<file path="config.mk">
export PLATFORM = sky130hd
export DESIGN_NAME = cond_unit_pipe_flat
export DESIGN_NICKNAME = d
export VERILOG_FILES = /design/src/rtl/cond_unit_if.sv /design/src/rtl/cond_unit_pipe.sv /design/src/flat_wrapper.sv
export SDC_FILE = /design/constraint.sdc
export NUM_CORES = 1
export LEC_CHECK = 0
export CAP_MARGIN = 5
export CORE_MARGIN = 2
export CORE_UTILIZATION = 50
export CTS_CLUSTER_DIAMETER = 200
export CTS_CLUSTER_SIZE = 12
export DETAILED_ROUTE_END_ITERATION = 16
export PLACE_DENSITY = 0.78
export SLEW_MARGIN = 20
export SYNTH_ARGS = -nofsm -noshare
export SYNTH_HDL_FRONTEND = slang
export SYNTH_SLANG_ARGS = --single-unit
</file>
<file path="constraint.sdc">
create_clock -name CLK -period 3.7 [get_ports CLK]
set_input_delay 0.555 -clock CLK [delete_from_list [all_inputs] [get_ports CLK]]
set_output_delay 0.555 -clock CLK [all_outputs]
set_load 0.01 [all_outputs]
</file>
<file path="src/rtl/cond_unit_if.sv">
// Bus bundle between the EX-stage decode/ALU side and the pipelined condition
// unit. The master side drives the instruction and returning long-op flags.
// The slave side, the condition unit, answers with gated requests, the stall,
// the architectural flags and the counters.
interface cond_unit_if #(
   parameter int CNT_W = 16
);
   logic             Valid;
   logic             Flush;
   logic [3:0]       Cond;
   logic             PCS;
   logic             RegW;
   logic             MemW;
   logic [1:0]       FlagW;
   logic [3:0]       ALUFlags;
   logic             LongOp;
   logic             LongFlagsValid;
   logic [3:0]       LongFlags;
   logic             PCSrc;
   logic             RegWrite;
   logic             MemWrite;
   logic             CondEx;
   logic             FlagStall;
   logic [3:0]       Flags;
   logic [CNT_W-1:0] ExecCount;
   logic [CNT_W-1:0] SkipCount;
   logic             ProtoErr;

   modport master (
      output Valid, Flush, Cond, PCS, RegW, MemW, FlagW, ALUFlags,
             LongOp, LongFlagsValid, LongFlags,
      input  PCSrc, RegWrite, MemWrite, CondEx, FlagStall, Flags,
             ExecCount, SkipCount, ProtoErr
   );

   modport slave (
      input  Valid, Flush, Cond, PCS, RegW, MemW, FlagW, ALUFlags,
             LongOp, LongFlagsValid, LongFlags,
      output PCSrc, RegWrite, MemWrite, CondEx, FlagStall, Flags,
             ExecCount, SkipCount, ProtoErr
   );
endinterface

</file>
<file path="src/rtl/cond_unit_pipe.sv">
// Pipelined condition unit for the EX stage. It owns the NZCV register and
// keeps a FIFO of flag-group masks for long-latency ops still in flight.
// Conditional instructions that depend on an in-flight group are stalled.
// Flags returning from a long op are bypassed into the evaluation in the
// cycle they arrive. Saturating executed/skipped counters are also kept.
module cond_unit_pipe #(
   parameter int DEPTH = 4,
   parameter int CNT_W = 16
) (
   input logic     CLK,
   input logic     RESET,
   cond_unit_if.slave bus
);
   localparam int PTR_W = $clog2(DEPTH);

   logic [1:0]       fifoMem [DEPTH];
   logic [PTR_W-1:0] rdPtr;
   logic [PTR_W-1:0] wrPtr;
   logic [PTR_W:0]   count;

   logic [3:0]       flagsReg;
   logic [3:0]       nextFlags;
   logic [3:0]       effFlags;
   logic [CNT_W-1:0] execCnt;
   logic [CNT_W-1:0] skipCnt;
   logic             protoErr;

   logic [1:0]       headMask;
   logic [1:0]       pendMask;
   logic [1:0]       needGrp;
   logic             condTrue;
   logic             fifoEmpty;
   logic             fifoFull;
   logic             pop;
   logic             push;
   logic             stall;
   logic             issue;
   logic             condEx;

   assign fifoEmpty = (count == '0);
   assign fifoFull  = (count == (PTR_W+1)'(DEPTH));
   assign headMask  = fifoMem[rdPtr];
   assign pop       = bus.LongFlagsValid & ~fifoEmpty;

   // OR the masks of every live entry; the head drops out when its flags are returning now
   always_comb begin
      pendMask = 2'b00;
      for (int i = 0; i < DEPTH; i++) begin
         if (((PTR_W+1)'(i) < count) && !((i == 0) && bus.LongFlagsValid)) begin
            pendMask = pendMask | fifoMem[rdPtr + PTR_W'(i)];
         end
      end
   end

   // Bypass returning long-op flags into the groups the head entry owns
   always_comb begin
      effFlags = flagsReg;
      if (pop) begin
         if (headMask[1]) effFlags[3:2] = bus.LongFlags[3:2];
         if (headMask[0]) effFlags[1:0] = bus.LongFlags[1:0];
      end
   end

   // Evaluate the condition field and report which flag groups it reads ({NZ,CV})
   always_comb begin
      condTrue = 1'b1;
      needGrp  = 2'b00;
      case (bus.Cond)
         4'h0: begin condTrue =  effFlags[2];                    needGrp = 2'b10; end
         4'h1: begin condTrue = ~effFlags[2];                    needGrp = 2'b10; end
         4'h2: begin condTrue =  effFlags[1];                    needGrp = 2'b01; end
         4'h3: begin condTrue = ~effFlags[1];                    needGrp = 2'b01; end
         4'h4: begin condTrue =  effFlags[3];                    needGrp = 2'b10; end
         4'h5: begin condTrue = ~effFlags[3];                    needGrp = 2'b10; end
         4'h6: begin condTrue =  effFlags[0];                    needGrp = 2'b01; end
         4'h7: begin condTrue = ~effFlags[0];                    needGrp = 2'b01; end
         4'h8: begin condTrue =  effFlags[1] & ~effFlags[2];     needGrp = 2'b11; end
         4'h9: begin condTrue = ~effFlags[1] |  effFlags[2];     needGrp = 2'b11; end
         4'hA: begin condTrue = (effFlags[3] == effFlags[0]);    needGrp = 2'b11; end
         4'hB: begin condTrue = (effFlags[3] != effFlags[0]);    needGrp = 2'b11; end
         4'hC: begin condTrue = ~effFlags[2] & (effFlags[3] == effFlags[0]); needGrp = 2'b11; end
         4'hD: begin condTrue =  effFlags[2] | (effFlags[3] != effFlags[0]); needGrp = 2'b11; end
         default: begin condTrue = 1'b1; needGrp = 2'b00; end
      endcase
   end

   // Stall on a read of an in-flight group, a write racing one (WAW), or a full FIFO with no pop
   always_comb begin
      stall = 1'b0;
      if (bus.Valid && !bus.Flush && !RESET) begin
         stall = ((needGrp & pendMask) != 2'b00)
               | ((bus.FlagW & pendMask) != 2'b00)
               | (bus.LongOp & fifoFull & ~pop);
      end
   end

   assign issue  = bus.Valid & ~bus.Flush & ~stall & ~RESET;
   assign condEx = issue & condTrue;
   assign push   = condEx & bus.LongOp;

   // Retiring long-op flags land first, then a younger short op overrides any shared group
   always_comb begin
      nextFlags = flagsReg;
      if (pop) begin
         if (headMask[1]) nextFlags[3:2] = bus.LongFlags[3:2];
         if (headMask[0]) nextFlags[1:0] = bus.LongFlags[1:0];
      end
      if (condEx && !bus.LongOp) begin
         if (bus.FlagW[1]) nextFlags[3:2] = bus.ALUFlags[3:2];
         if (bus.FlagW[0]) nextFlags[1:0] = bus.ALUFlags[1:0];
      end
   end

   // Pending-mask FIFO storage; entries are only read while counted as live
   always_ff @(posedge CLK) begin
      if (push) fifoMem[wrPtr] <= bus.FlagW;
   end

   // FIFO pointers and occupancy; a reset throws away everything in flight
   always_ff @(posedge CLK) begin
      if (RESET) begin
         rdPtr <= '0;
         wrPtr <= '0;
         count <= '0;
      end else begin
         if (push) wrPtr <= wrPtr + 1'b1;
         if (pop)  rdPtr <= rdPtr + 1'b1;
         case ({push, pop})
            2'b10:   count <= count + 1'b1;
            2'b01:   count <= count - 1'b1;
            default: count <= count;
         endcase
      end
   end

   // Architectural flags, saturating counters and the sticky protocol-error bit
   always_ff @(posedge CLK) begin
      if (RESET) begin
         flagsReg <= 4'b0000;
         execCnt  <= '0;
         skipCnt  <= '0;
         protoErr <= 1'b0;
      end else begin
         flagsReg <= nextFlags;
         if (condEx && (execCnt != '1)) execCnt <= execCnt + CNT_W'(1);
         if (issue && !condTrue && (skipCnt != '1)) skipCnt <= skipCnt + CNT_W'(1);
         if (bus.LongFlagsValid && fifoEmpty) protoErr <= 1'b1;
      end
   end

   assign bus.CondEx    = condEx;
   assign bus.FlagStall = stall;
   assign bus.PCSrc     = bus.PCS  & condEx;
   assign bus.RegWrite  = bus.RegW & condEx;
   assign bus.MemWrite  = bus.MemW & condEx;
   assign bus.Flags     = flagsReg;
   assign bus.ExecCount = execCnt;
   assign bus.SkipCount = skipCnt;
   assign bus.ProtoErr  = protoErr;
endmodule
</file>
<file path="src/flat_wrapper.sv">
// flat-port wrapper written by rule: the top's interface ports become plain ports
module cond_unit_pipe_flat 
#(
   parameter int DEPTH = 4,
   parameter int CNT_W = 16
)
  (CLK, RESET, bus_Valid, bus_Flush, bus_Cond, bus_PCS, bus_RegW, bus_MemW, bus_FlagW, bus_ALUFlags, bus_LongOp, bus_LongFlagsValid, bus_LongFlags, bus_PCSrc, bus_RegWrite, bus_MemWrite, bus_CondEx, bus_FlagStall, bus_Flags, bus_ExecCount, bus_SkipCount, bus_ProtoErr);
  cond_unit_if #(.CNT_W(CNT_W)) bus_i ();
  input logic CLK;
  input logic RESET;
  input wire logic [$bits(bus_i.Valid)-1:0] bus_Valid;
  input wire logic [$bits(bus_i.Flush)-1:0] bus_Flush;
  input wire logic [$bits(bus_i.Cond)-1:0] bus_Cond;
  input wire logic [$bits(bus_i.PCS)-1:0] bus_PCS;
  input wire logic [$bits(bus_i.RegW)-1:0] bus_RegW;
  input wire logic [$bits(bus_i.MemW)-1:0] bus_MemW;
  input wire logic [$bits(bus_i.FlagW)-1:0] bus_FlagW;
  input wire logic [$bits(bus_i.ALUFlags)-1:0] bus_ALUFlags;
  input wire logic [$bits(bus_i.LongOp)-1:0] bus_LongOp;
  input wire logic [$bits(bus_i.LongFlagsValid)-1:0] bus_LongFlagsValid;
  input wire logic [$bits(bus_i.LongFlags)-1:0] bus_LongFlags;
  output wire logic [$bits(bus_i.PCSrc)-1:0] bus_PCSrc;
  output wire logic [$bits(bus_i.RegWrite)-1:0] bus_RegWrite;
  output wire logic [$bits(bus_i.MemWrite)-1:0] bus_MemWrite;
  output wire logic [$bits(bus_i.CondEx)-1:0] bus_CondEx;
  output wire logic [$bits(bus_i.FlagStall)-1:0] bus_FlagStall;
  output wire logic [$bits(bus_i.Flags)-1:0] bus_Flags;
  output wire logic [$bits(bus_i.ExecCount)-1:0] bus_ExecCount;
  output wire logic [$bits(bus_i.SkipCount)-1:0] bus_SkipCount;
  output wire logic [$bits(bus_i.ProtoErr)-1:0] bus_ProtoErr;
  assign bus_i.Valid = bus_Valid;
  assign bus_i.Flush = bus_Flush;
  assign bus_i.Cond = bus_Cond;
  assign bus_i.PCS = bus_PCS;
  assign bus_i.RegW = bus_RegW;
  assign bus_i.MemW = bus_MemW;
  assign bus_i.FlagW = bus_FlagW;
  assign bus_i.ALUFlags = bus_ALUFlags;
  assign bus_i.LongOp = bus_LongOp;
  assign bus_i.LongFlagsValid = bus_LongFlagsValid;
  assign bus_i.LongFlags = bus_LongFlags;
  assign bus_PCSrc = bus_i.PCSrc;
  assign bus_RegWrite = bus_i.RegWrite;
  assign bus_MemWrite = bus_i.MemWrite;
  assign bus_CondEx = bus_i.CondEx;
  assign bus_FlagStall = bus_i.FlagStall;
  assign bus_Flags = bus_i.Flags;
  assign bus_ExecCount = bus_i.ExecCount;
  assign bus_SkipCount = bus_i.SkipCount;
  assign bus_ProtoErr = bus_i.ProtoErr;
  cond_unit_pipe #(.DEPTH(DEPTH), .CNT_W(CNT_W)) u_core (.CLK(CLK), .RESET(RESET), .bus(bus_i));
endmodule
</file>
* Yosys cells after proc, flatten, opt, wreduce, memory -nomap -nowiden
Memories as Yosys holds them, arrays and structs flattened. A register that Yosys moved wholly into a read port is not among the register bits.
Cells that the tools add are included.
** Word-level totals
- Register bits after elaboration :: 44
- Output and inout bits :: 42
- Logic and storage cells :: 110
- Input bits :: 23
- RAM bits :: 8
- Memories kept :: 1
** Operators by class
- Bitwise logic cells :: 31
- Eq/ne operators :: 20
- Order comparisons :: 4
- Add/subtract/negate cells :: 8
- Reduce and logical (&&, ||, !) cells :: 21
- Multiplexer cells :: 18
** Memory list
- u_core.fifoMem :: words 4, bits a word 2, read ports 4, clocked after memory_dff 1, wr ports 1, RTL line cond_unit_pipe.sv:16 : logic [1:0] fifoMem [DEPTH];
** Operators by type and width (count)
- $add 16x1->16 const B :: 2
- $ne 16x16->1 const B :: 2
- $eq 4x4->1 const B :: 6
- $mux 2 :: 10
- $eq 4x3->1 const B :: 4
- $pmux 1 s14 :: 1
- $and 1x1->1 :: 13
- $not 1->1 :: 9
- $eq 4x2->1 const B :: 2
- $logic_and 1x1->1 :: 8
- $mux 4 :: 2
- $reduce_or 4->1 :: 2
- $lt 1x3->1 const A :: 2
- $lt 2x3->1 const A :: 2
- $or 2x2->2 :: 3
- $pmux 2 s3 :: 1
- $pmux 3 s2 :: 1
- $reduce_bool 2->1 :: 3
- $reduce_or 6->1 :: 1
- $logic_not 1->1 :: 5
- $add 2x1->2 const B :: 2
- $add 2x2->2 const B :: 2
- $and 2x2->2 :: 2
- $eq 4x1->1 const B :: 1
- other kinds (11) :: 16

* Logic depth before layout (Yosys ltp)
- Depth after elaboration :: 21
- Mapped depth :: 15
- Depth with buffers taken out :: 13

* Worst setup path after synthesis
Ideal clock, no wire load.
- Path kind :: reg2reg
- Start point :: register u_core.count[1]
- End point :: register u_core.count[2]
- Setup time :: 0.070 ns
- Path buffers :: 2
- Arrival :: 3.319 ns
- Stages on the path, launching flop included :: 15
- Clock period less this slack :: 3.389 ns
- Slack :: 0.311 ns
- Data required time :: 3.630 ns
- Cells stage by stage :: dfxtp_1 inv_1 ha_1 nand2b_1 clkbuf_1 nand4_1 a2111oi_0 a211oi_1 o221a_2 a31oi_1 buf_2 nand2_1 ha_1 or3_1 a21oi_1
** On the way
- Longest elaborated chain between the ends :: 21
- Elaborated cells on any way between the ends :: 49
- Classes of those cells :: add/sub: 2; order compare: 4; eq/ne: 5; mux: 8; bitwise: 25; reduce/logical: 5
** RTL lines
- from (decl) :: RTL line cond_unit_pipe.sv:19 : logic [PTR_W:0] count;
- from (signal assigned) :: RTL line cond_unit_pipe.sv:129 : 2'b10: count <= count + 1'b1;
- from (signal assigned) :: RTL line cond_unit_pipe.sv:130 : 2'b01: count <= count - 1'b1;
- from (signal assigned) :: RTL line cond_unit_pipe.sv:131 : default: count <= count;
- $lt 1x3->1 :: RTL line cond_unit_pipe.sv:49 : if (((PTR_W+1)'(i) < count) && !((i == 0) && bus.LongFlagsValid)) begin
- $logic_and 1x1->1 :: RTL line cond_unit_pipe.sv:49
- $mux 2 :: RTL line cond_unit_pipe.sv:49
- $or 2x2->2 :: RTL line cond_unit_pipe.sv:50 : pendMask = pendMask | fifoMem[rdPtr + PTR_W'(i)];
- $mux 2 :: RTL line cond_unit_pipe.sv:49
- $or 2x2->2 :: RTL line cond_unit_pipe.sv:50
- $mux 2 :: RTL line cond_unit_pipe.sv:49
- $or 2x2->2 :: RTL line cond_unit_pipe.sv:50
- [... 5 more ...]
- $mux 1 :: RTL line cond_unit_pipe.sv:90 : if (bus.Valid && !bus.Flush && !RESET) begin
- $not 1->1 :: RTL line cond_unit_pipe.sv:97 : assign issue = bus.Valid & ~bus.Flush & ~stall & ~RESET;
- $and 1x1->1 (2 in series) :: RTL line cond_unit_pipe.sv:97
- $and 1x1->1 (*) :: RTL line cond_unit_pipe.sv:98 : assign condEx = issue & condTrue;
- named net bus_CondEx :: RTL line flat_wrapper.sv:25 : output wire logic [$bits(bus_i.CondEx)-1:0] bus_CondEx;
- $and 1x1->1 (*) :: RTL line cond_unit_pipe.sv:99 : assign push = condEx & bus.LongOp;
- $eq 2x1->1 / $eq 2x2->1 (equally long branches) :: RTL line cond_unit_pipe.sv:128 : case ({push, pop})
- $pmux 3 s2 / $reduce_bool 2->1 (equally long branches)
The timed path passes the listed nets; every way through them passes the cells marked *.
A chain may end at the register's enable or synchronous reset.

==> implementation parameters <==
Parameter                              Value

Worst setup path
  Required time at the endpoint of the critical path ... 3140 ps
  Cell family with most CP delay ... compound AO/OA/AOI/OAI gates
  Library cell contributing the largest single delay on the critical path ... mux4_2
  Type of element launching the critical path ... register
  CP Class ... register to output port
  Signal arrival time at the worst endpoint ... 3080 ps
  Worst path max stage delay ... 590 ps
  Number of buffer and inverter instances along the worst setup path ... 2
  Cell breakdown of the critical path ... mux4_2 -> a31o_1 -> and2_1 -> xnor3_1 -> o221a_2 -> a31oi_4 -> buf_4 -> dlygate4sd2_1
  Peak fanout along the critical path ... 5
  Critical path endpoint category ... output port

Global route
  Global route overflow ... 0
  Vias in the first global route ... 3214
  Pin count of the biggest net entering global routing ... 47
  First-pass GRT wire length ... 14800 um
  Global-route total usage across every layer ... 24.5%
  Antenna violations before repair ... 0

Cells and area
  Fraction of layout instances using a drive strength above 1 ... 17.7%
  Non-Filler Cell Area, Final ... 4430 um^2
  Number of antenna diodes ... 0
  Area growth syn-to-layout ... 33.1%
  Net count of the finished layout ... 507

STA
  Clock period minus final worst setup slack ... 3630 ps
  Period utilisation layout ... 98.2%
  Final hold violation count ... 0
  Relative max-transition margin ... 64.4%
  Slew at the pin with the worst max-slew slack ... 531 ps
  Final Max Tran Viols ... 0
  Unrepaired setup endpoints after global routing ... true
  Number of failing setup endpoints in the final timing report ... 0
  Fmax ... 275 MHz
  Clk_skew ... 11.2 ps

Yosys
  Portion of synthesized cell area occupied by the leading cell type ... 27.6%
  Portion of the post-synthesis area used by sequential elements ... 34.8%
  Commonest cells in the netlist ... dfxtp_1, nor2_1, nand2_1, a21oi_1
  Cells after Synth ... 389
  Area contributors post-synth ... dfxtp_1, edfxtp_1, nor2_1
  Yosys reg bits ... 54
  Cell type with the largest total area after synthesis ... dfxtp_1
  Number of enable-type register cells in the synthesized netlist ... 8
  Yosys synthesis warning count ... 0
  Proportion of register bits with asynchronous set or reset after synthesis ... 0%
  Ys flop type ... dfxtp_1
  Post-Syn Area ... 3330 um^2
  Number of distinct library cells after synthesis ... 61
  Net count of the mapped netlist ... 422
  Library cell with the highest instance count after synthesis ... dfxtp_1
  Per-instance average area after synthesis ... 8.57 um^2

Placement
  Instance area after placement ... 4200 um^2
  Detail Placement HPWL ... 6390 um
  Final weighted congestion of routability-driven global placement ... 0.911
  Count of buffers from port buffering ... 64

Clocking
  Hold-fix buffers, CTS ... 0
  Total clock sinks ... 54
  Clock Tree Buf Depth ... 2
  Total CTS buffers ... 5
  CTS tree ... built
  Number of H-tree branching levels ... 2
  Clock latency at the later pin of the worst-skew pair ... 310 ps
  Cell at the root of the clock tree ... clkbuf_8
  CTS clk-pin slew, worst paths ... 90 ps

Power and ir drop
  Part of the power in combinational logic ... 36.4%
  Worst IR Drop VDD ... 234 uV
  Design Power ... 1.70 mW
  Cell Pwr Density ... 384 nW/um^2
  Int Power ... 1.12 mW
  Power share of the sequential group ... 40.3%
  Net switching fraction of the power ... 33.9%
  Static leakage power ... 1.67 nW
  Clk network pwr share ... 23.3%
  Net switching component of the power ... 577 uW

Drt
  Initial DRT Pass Iterations ... 5
  Detailed-route via count ... 3350
  Number of violations reported at the end of detailed-routing iteration 0 ... 158
  Sum of routed wire length over all layers ... 9030 um
  Via/cell ratio ... 6.07
  Post-DRT Antenna Nets ... 0
  Avg WL per Cell ... 16.4 um
  DRC errors left ... 0

Floorplanning
  Number of placement rows ... 29
  I/O pin count ... 65
  Core Area ... 6390 um^2
  Effective utilization at floorplan ... 52.2%
  Chip Height ... 85.6 um
  Total Die Area ... 7330 um^2
  Die Width ... 85.6 um

Min path
  Worst Hold Class ... register to register

Run
  Number of max-cap violations ... 0

Status
  Run status ... finished, final reports clean
## per-stage QoR
stage / hold WS [ps] / util [%] / TNS (ps) / instances / setup slack (ps)
2_1_floorplan: 469 / - / 0 / 389 / 311
3_3_place_gp: 472 / 65.8 / -841 / 536 / -158
3_5_place_dp: 471 / 65.8 / -881 / 536 / -157
4_1_cts: 496 / 67.6 / 0 / 544 / 22.6
5_1_grt: 522 / 69.4 / -28.5 / 552 / -17.9
6_report: 492 / 69.4 / 0 / 552 / 66.9
## final cells by class
class,instances,area (um^2)
clock buffer,5,68.8
clock inverter,3,40.0
fill,507,1950
inverter,17,63.8
multi-input combinational,294,2070
sequential,54,1160
tap,77,96.3
timing repair buffer,102,928
## flip-flops by register name, summed over array words and instances (netlist names), named ones only
| name | count |
|---|---|
| u_core.bus.ExecCount | 16 |
| u_core.bus.SkipCount | 16 |
| u_core.fifoMem | 8 |
| u_core.bus.Flags | 4 |
| u_core.count | 3 |
| u_core.rdPtr | 2 |
| u_core.wrPtr | 2 |
| u_core.bus.ProtoErr | 1 |
## cells by family after synthesis
kind of cell / count (synthesis) / synth area share (%)
buffers and inverters: 41 / 4.73
adders and majority gates: 10 / 3.76
and+or+nand+nor: 167 / 27.5
xor gates and xnor gates: 6 / 1.99
DFF: 54 / 34.8
muxes: 24 / 9.16
AOI/OAI and AO/OA: 87 / 18.0
## power by group through the flow
stage          combinational (mW)  sequential (mW)  clock [mW]
2_1_floorplan               0.368            0.679           0
3_3_place_gp                0.555            0.693           0
3_5_place_dp                0.573            0.696           0
4_1_cts                     0.581            0.684       0.400
5_1_grt                     0.666            0.692       0.426
6_report                    0.618            0.686       0.397
## path summary, 6_finish.rpt
check / from / end / slack, ps / cells after the start
setup / recovery: u_core.fifoMem[3][0] / bus_CondEx / 70 / 8
hold / removal: u_core.bus.ProtoErr / u_core.bus.ProtoErr / 490 / 2
hold reg to reg: u_core.bus.ProtoErr / u_core.bus.ProtoErr / 490 / 2
setup reg to reg: u_core.fifoMem[3][0] / u_core.bus.SkipCount[3] / 150 / 11
## per-layer routing
layer  share of wire [%]  vias up  track usage (%)
li1                    -     1620                -
met1                  42     1573             30.3
met2                  49      136             42.0
met3                 6.8       21             5.29
met4                 2.1        0             9.38
met5                   0        -                0
## worst min-delay path, cell delays in order, from the launching register on
cell and delay [ps]:
dfxtp_1 350, a21oi_1 50, nor2_1 70
## placed cells by master (no fill, tap or decap), types with 3 or more instances in the layout
cell type and count:
nor2b_1 9, ha_1 10, o211ai_1 5, nor2_1 34
o31ai_1 6, nor4_1 3, o21ai_0 12, clkbuf_8 5
mux2_2 7, mux2_1 5, clkdlybuf4s15_1 3, o311ai_0 3
dfxtp_1 44, buf_4 37, or3_1 6, clkdlybuf4s50_1 60
and2_1 8, or4_1 6, nand3_1 13, a211oi_1 3
edfxtp_1 8, mux4_2 4, xor2_1 3, mux2i_1 8
nand4_1 10, inv_1 17, nand2_1 26, a21oi_1 23
o41ai_1 3, a31o_2 8, nor3_1 14, and3_1 18
## what timing repair did
action	in CTS	in global routing
resized for setup	8	13
pin swaps	1	3
setup endpoints to repair	4	7
buffers inserted	0	9
Note: power is estimated with default switching activity, not from simulation.
